File: src/rtl/lift_call_scheduler.sv
// Collective (SCAN) scheduler for a single lift car: latches hall/cab calls into a
// pending bitmap and sequences the car through IDLE / MOVE / DOOR.
module lift_call_scheduler #(
  parameter int unsigned NUM_FLOORS  = 8,
  parameter int unsigned FLOOR_W     = 3,
  parameter int unsigned MOVE_CYCLES = 4,
  parameter int unsigned DOOR_CYCLES = 6
) (
  input  logic                  clk,
  input  logic                  rst_n,
  input  logic [FLOOR_W-1:0]    hall_call,
  input  logic [FLOOR_W-1:0]    cab_call,
  output logic [FLOOR_W-1:0]    floor_o,
  output logic                  dir_o,
  output logic                  moving_o,
  output logic                  door_open_o,
  output logic                  busy_o,
  output logic [NUM_FLOORS-1:0] pending_o
);

  localparam int unsigned CNT_MAX = (MOVE_CYCLES > DOOR_CYCLES) ? MOVE_CYCLES : DOOR_CYCLES;
  localparam int unsigned CNT_W   = $clog2(CNT_MAX + 1);
  localparam logic [CNT_W-1:0] MOVE_LOAD = CNT_W'(MOVE_CYCLES - 1);
  localparam logic [CNT_W-1:0] DOOR_LOAD = CNT_W'(DOOR_CYCLES - 1);

  typedef enum logic [1:0] {IDLE, MOVE, DOOR} state_t;

  state_t                state, state_nxt;
  logic [CNT_W-1:0]      cnt, cnt_nxt;
  logic [FLOOR_W-1:0]    floor_nxt;
  logic                  dir_nxt;
  logic [NUM_FLOORS-1:0] pend_nxt, set_mask, clr_mask, here, arrive;
  logic                  above_any, below_any, ahead_any, behind_any, beyond_any;
  logic                  hall_here, cab_here;

  // One-hot bit for a floor number; zero for 0 or out-of-range values.
  function automatic logic [NUM_FLOORS-1:0] floor_bit(input logic [FLOOR_W-1:0] f);
    logic [NUM_FLOORS-1:0] m;
    m = '0;
    for (int unsigned i = 0; i < NUM_FLOORS; i++) m[i] = (32'(f) == i + 1);
    return m;
  endfunction

  function automatic logic [NUM_FLOORS-1:0] mask_above(input logic [FLOOR_W-1:0] f);
    logic [NUM_FLOORS-1:0] m;
    m = '0;
    for (int unsigned i = 0; i < NUM_FLOORS; i++) m[i] = (i + 1 > 32'(f));
    return m;
  endfunction

  function automatic logic [NUM_FLOORS-1:0] mask_below(input logic [FLOOR_W-1:0] f);
    logic [NUM_FLOORS-1:0] m;
    m = '0;
    for (int unsigned i = 0; i < NUM_FLOORS; i++) m[i] = (i + 1 < 32'(f));
    return m;
  endfunction

  always_comb begin
    here       = floor_bit(floor_o);
    above_any  = |(pending_o & mask_above(floor_o));
    below_any  = |(pending_o & mask_below(floor_o));
    ahead_any  = dir_o ? below_any : above_any;
    behind_any = dir_o ? above_any : below_any;
    // A call for the open-door floor extends the dwell instead of queueing a revisit.
    hall_here  = (state == DOOR) && (hall_call == floor_o);
    cab_here   = (state == DOOR) && (cab_call == floor_o);
    set_mask   = (hall_here ? '0 : floor_bit(hall_call)) | (cab_here ? '0 : floor_bit(cab_call));

    state_nxt  = state;
    floor_nxt  = floor_o;
    dir_nxt    = dir_o;
    cnt_nxt    = cnt;
    clr_mask   = '0;
    arrive     = '0;
    beyond_any = 1'b0;

    case (state)
      IDLE: begin
        if (|(pending_o & here)) begin
          state_nxt = DOOR;
          cnt_nxt   = DOOR_LOAD;
          clr_mask  = here;
        end else if (above_any || below_any) begin
          state_nxt = MOVE;
          cnt_nxt   = MOVE_LOAD;
          if (!ahead_any) dir_nxt = ~dir_o;
        end
      end
      MOVE: begin
        if (cnt != '0) begin
          cnt_nxt = cnt - 1'b1;
        end else begin
          floor_nxt  = dir_o ? floor_o - 1'b1 : floor_o + 1'b1;
          arrive     = floor_bit(floor_nxt);
          beyond_any = dir_o ? |(pending_o & mask_below(floor_nxt))
                             : |(pending_o & mask_above(floor_nxt));
          if (|(pending_o & arrive)) begin
            state_nxt = DOOR;
            cnt_nxt   = DOOR_LOAD;
            clr_mask  = arrive;
          end else if (beyond_any) begin
            cnt_nxt = MOVE_LOAD;
          end else begin
            state_nxt = IDLE;
          end
        end
      end
      DOOR: begin
        if (hall_here || cab_here) begin
          cnt_nxt = DOOR_LOAD;
        end else if (cnt != '0) begin
          cnt_nxt = cnt - 1'b1;
        end else if (ahead_any) begin
          state_nxt = MOVE;
          cnt_nxt   = MOVE_LOAD;
        end else if (behind_any) begin
          state_nxt = MOVE;
          cnt_nxt   = MOVE_LOAD;
          dir_nxt   = ~dir_o;
        end else if (|(pending_o & here)) begin
          cnt_nxt  = DOOR_LOAD;
          clr_mask = here;
        end else begin
          state_nxt = IDLE;
        end
      end
      default: state_nxt = IDLE;
    endcase

    // New calls win over the clear so a call landing on the arrival edge is kept.
    pend_nxt = (pending_o & ~clr_mask) | set_mask;
  end

  always_ff @(posedge clk or negedge rst_n) begin
    if (!rst_n) begin
      state       <= IDLE;
      floor_o     <= FLOOR_W'(1);
      dir_o       <= 1'b0;
      cnt         <= '0;
      pending_o   <= '0;
      moving_o    <= 1'b0;
      door_open_o <= 1'b0;
      busy_o      <= 1'b0;
    end else begin
      state       <= state_nxt;
      floor_o     <= floor_nxt;
      dir_o       <= dir_nxt;
      cnt         <= cnt_nxt;
      pending_o   <= pend_nxt;
      moving_o    <= (state_nxt == MOVE);
      door_open_o <= (state_nxt == DOOR);
      busy_o      <= (state_nxt != IDLE) || (|pend_nxt);
    end
  end

endmodule

File: config.mk
export PLATFORM = sky130hd
export DESIGN_NAME = lift_call_scheduler
export DESIGN_NICKNAME = d
export VERILOG_FILES = /design/src/rtl/lift_call_scheduler.sv
export SDC_FILE = /design/constraint.sdc
export NUM_CORES = 1
export LEC_CHECK = 0
export ABC_CLOCK_PERIOD_IN_PS = 3700
export CAP_MARGIN = 20
export CORE_ASPECT_RATIO = 0.8
export CORE_MARGIN = 2
export CORE_UTILIZATION = 35
export DETAILED_ROUTE_END_ITERATION = 8
export GPL_TIMING_DRIVEN = 0
export REMOVE_ABC_BUFFERS = 1
export SLEW_MARGIN = 10
export SYNTH_ARGS = -nofsm -noshare
export SYNTH_HDL_FRONTEND = slang
export SYNTH_SLANG_ARGS = --single-unit
File: constraint.sdc
create_clock -name clk -period 3.7 [get_ports clk]
set_clock_uncertainty 0.05 [all_clocks]
set_input_delay 0.925 -clock clk [delete_from_list [all_inputs] [get_ports clk]]
set_output_delay 0.925 -clock clk [all_outputs]
set_load 0.05 [all_outputs]
==> impl_metrics.py <==
metrics = {
    "logic_synthesis": {
        "ys_types": 65,
        "synth-main-ff-cell": "dfrtp_1",
        "synth-edff-count": 0,
        "synth_top_area_share_pct": 21.3,
        "ys_seq_area_share_pct": 22.5,
        "syn_area_sq_um": 2110,
        "avgSynthCellArea_sq_um": 7.77,
        "syn_inst": 272,
        "synth.ff_latch_count": 19,
        "async_flop_share_pct": 100,
        "yosysWarnings": 0,
        "yosysMostFrequentCell": "nor2_1",
        "synth_largest_area_cell": "dfrtp_1",
        "synth_common_cells": "nor2_1 (28), nand2_1 (22), dfrtp_1 (18)",
        "synth_area_leaders": "dfrtp_1 (21%), ha_1 (7.1%), nor2_1 (5.0%)",
    },
    "place": {
        "dp.final_hpwl_mm": 4.65,
        "io_buffers": 21,
        "gp_congestion": 0.902,
        "place_inst": 359,
    },
    "setup_path": {
        "crit_chain": "clkinvlp_4 -> ha_1 -> xnor2_4 -> mux2_2 -> o22ai_1 -> nor2_1 -> o31ai_1 -> o21ai_0 -> nor3_2 -> o2111ai_1",
        "slowest_stage": "dfstp_4",
        "reg2reg_to": "busy_o",
        "critPathLaunch": "floor_o[0]",
        "r2r_slack_ns": 0.12,
        "critical_path_class": "reg -> reg",
        "arrival_ns": 3.62,
        "path_max_fanout": 15,
        "ff2ff_path_depth": 10,
        "crit_family": "compound AO/OA/AOI/OAI gates",
        "worstPathRequired_ns": 3.74,
        "r2r-start": "floor_o[0]",
        "cp.depth": 10,
        "cp_slowest_stage_delay_ns": 0.75,
        "cp-end-kind": "register",
        "path_buf_inv": 1,
        "cp-start-kind": "register",
    },
    "detailed_routing": {
        "drc": 0,
        "routedWlPerCell_um": 18.1,
        "finalWirelength_mm": 6.67,
        "drt-pass1-iter-count": 5,
        "vias": 2204,
        "drt_first_iter_violations": 243,
        "ant_nets": 0,
        "avgViaCountPerCell": 5.99,
    },
    "global_route": {
        "antenna_found_initial": 0,
        "grt-ovfl-total": 0,
        "grt_pass1_wl_mm": 10.6,
        "gr-usage-all-layers_pct": 19.5,
        "grt_pass1_vias": 2012,
        "grt_start_max_net_pins": 29,
    },
    "cts": {
        "clk_pin_slew_worst_paths_ns": 0.08,
        "numCtsBuffers": 3,
        "clock-sinks": 19,
        "clk_latency_ns": 0.27,
        "h-tree-depth": 1,
        "cts_hold_buf": 0,
        "clock_path_buffers": 2,
        "root_buffer": "clkbuf_8",
        "cts_tree": "done",
    },
    "final_layout": {
        "final_nets": 308,
        "final_util_pct": 42.9,
        "syn_to_final_growth_pct": 19.3,
        "finalNonFillerCells": 368,
        "num_antenna_cells": 0,
        "drive_gt1_share_pct": 11.1,
    },
    "worst_hold_path": {
        "min_path_type": "reg -> reg",
        "min_from": "cnt[1]",
        "hold_depth": 2,
        "min_to": "cnt[1]",
    },
    "floorplan": {
        "die_area_sq_um": 6680,
        "chipWidth_um": 90.9,
        "core_sq_um": 5880,
        "die_y_um": 73.5,
        "start_util_pct": 36.0,
        "pin_count": 23,
        "fp-row-count": 25,
    },
    "timing": {
        "slew_viol_final": 0,
        "tightest_slew_ns": 0.917,
        "final-hold-violation-count": 0,
        "setup-violations-final": 0,
        "whs_ns": 0.516,
        "relSlewSlack_pct": 38.7,
        "period_needed_ns": 3.58,
        "period_share_pct": 96.8,
        "setup-tns-final_ns": 0,
        "max_freq_mhz": 279,
    },
    "pwr": {
        "seqPwrFrac_pct": 19.3,
        "clkPwrFrac_pct": 6.1,
        "power.total_mw": 2.47,
        "powerDensity_nw_per_um2": 979,
        "p_sw_share_pct": 56.4,
        "switchingPower_mw": 1.39,
        "vdd_drop_max_mv": 0.397,
        "p_leak_nw": 0.906,
        "p_int_mw": 1.08,
        "pwr-share-comb_pct": 74.5,
    },
    "run_status": {
        "status": "finished, final reports clean",
    },
    "run": {
        "maxCapViolCount": 0,
    },
}
## layout make-up
type                       instances  area (sq um)
fill                             625          3360
multi-input combinational        224          1590
sequential                        19           483
timing repair buffer              26           251
tap                               81           101
inverter                          14          56.3
clock buffer                       4          45.0
## how the worst max path moves through the flow
stage | to
final | busy_o
after global routing | busy_o
after CTS | busy_o
after detailed placement | cnt[2]
after global placement | cnt[2]
after floorplan | cnt[2]
## worst reg2reg max path, cell delays in order, from the launching register on
cell        delay, ns
dfstp_4          0.75
clkinvlp_4       0.25
ha_1             0.35
xnor2_4          0.26
mux2_2           0.36
o22ai_1          0.28
nor2_1           0.16
o31ai_1          0.31
o21ai_0          0.20
nor3_2           0.25
o2111ai_1        0.19
## state kept, by name, summed over array words and instances (netlist names)
signal and flops:
dir_o 1, moving_o 1, busy_o 1, door_open_o 1, cnt 3, pending_o 7, floor_o 3, state 2
## power groups by stage
stage / clock network, mW / logic, mW / registers (mW)
6_report: 0.151 / 1.84 / 0.478
3_5_place_dp: 0 / 1.62 / 0.476
4_1_cts: 0.155 / 1.68 / 0.486
5_1_grt: 0.164 / 1.99 / 0.491
3_3_place_gp: 0 / 1.61 / 0.480
2_1_floorplan: 0 / 1.07 / 0.568
## metrics by stage
stage                     setup slack (ns)  instance area, sq um
final                                0.117                  2520
after floorplan                   -0.00209                  2030
after global placement              -0.643                  2340
after global routing              -0.00789                  2520
after CTS                           0.0431                  2450
after detailed placement            -0.638                  2340
## cell families after synthesis
| group | count (synthesis) | share of synthesized area [%] |
|---|---|---|
| AND/OR/NAND/NOR | 108 | 26.2 |
| AO/OA/AOI/OAI | 90 | 31.8 |
| buffers and inverters | 29 | 6.39 |
| flip-flops | 19 | 22.5 |
| adder cells (fa/ha/maj) | 12 | 7.10 |
| XOR/XNOR | 8 | 3.31 |
| multiplexers | 5 | 2.49 |
| other | 1 | 0.177 |
## per-layer routing
metal | up-vias | GRT usage [%] | wire length [um]
li1 | 1055 | - | -
met1 | 1055 | 29.9 | 3280
met2 | 90 | 29.7 | 2900
met3 | 4 | 3.18 | 467
met4 | 0 | 2.36 | 31
met5 | - | 0 | 0
## placed cells by master, fill, tap and decap left out, drive strengths merged, types with 3 or more instances in the layout
master,netlist,routed
a21oi,11,11
a221o,3,3
a311oi,3,3
a31oi,5,5
and2,4,4
buf,7,5
clkbuf,8,4
clkdlybuf4s50,0,21
dfrtp,18,18
ha,12,12
inv,14,13
mux2i,3,3
nand2,22,22
nand2b,9,9
nand3,10,10
nor2,28,28
nor2b,5,5
nor3,9,9
nor4,3,3
o2111ai,3,3
o21a,5,5
o21ai,15,15
o221ai,4,4
o22a,4,4
o31ai,8,8
or2,4,4
or3,4,4
xnor2,7,7
## repair_timing
action / in CTS / in global routing
gates resized for setup: 10 / 9
setup buffers: 2 / 3
pin swaps: 1 / 1
setup endpoints to repair: 11 / 2
cloned: 0 / 0
Power figures use the tool's default switching activity.
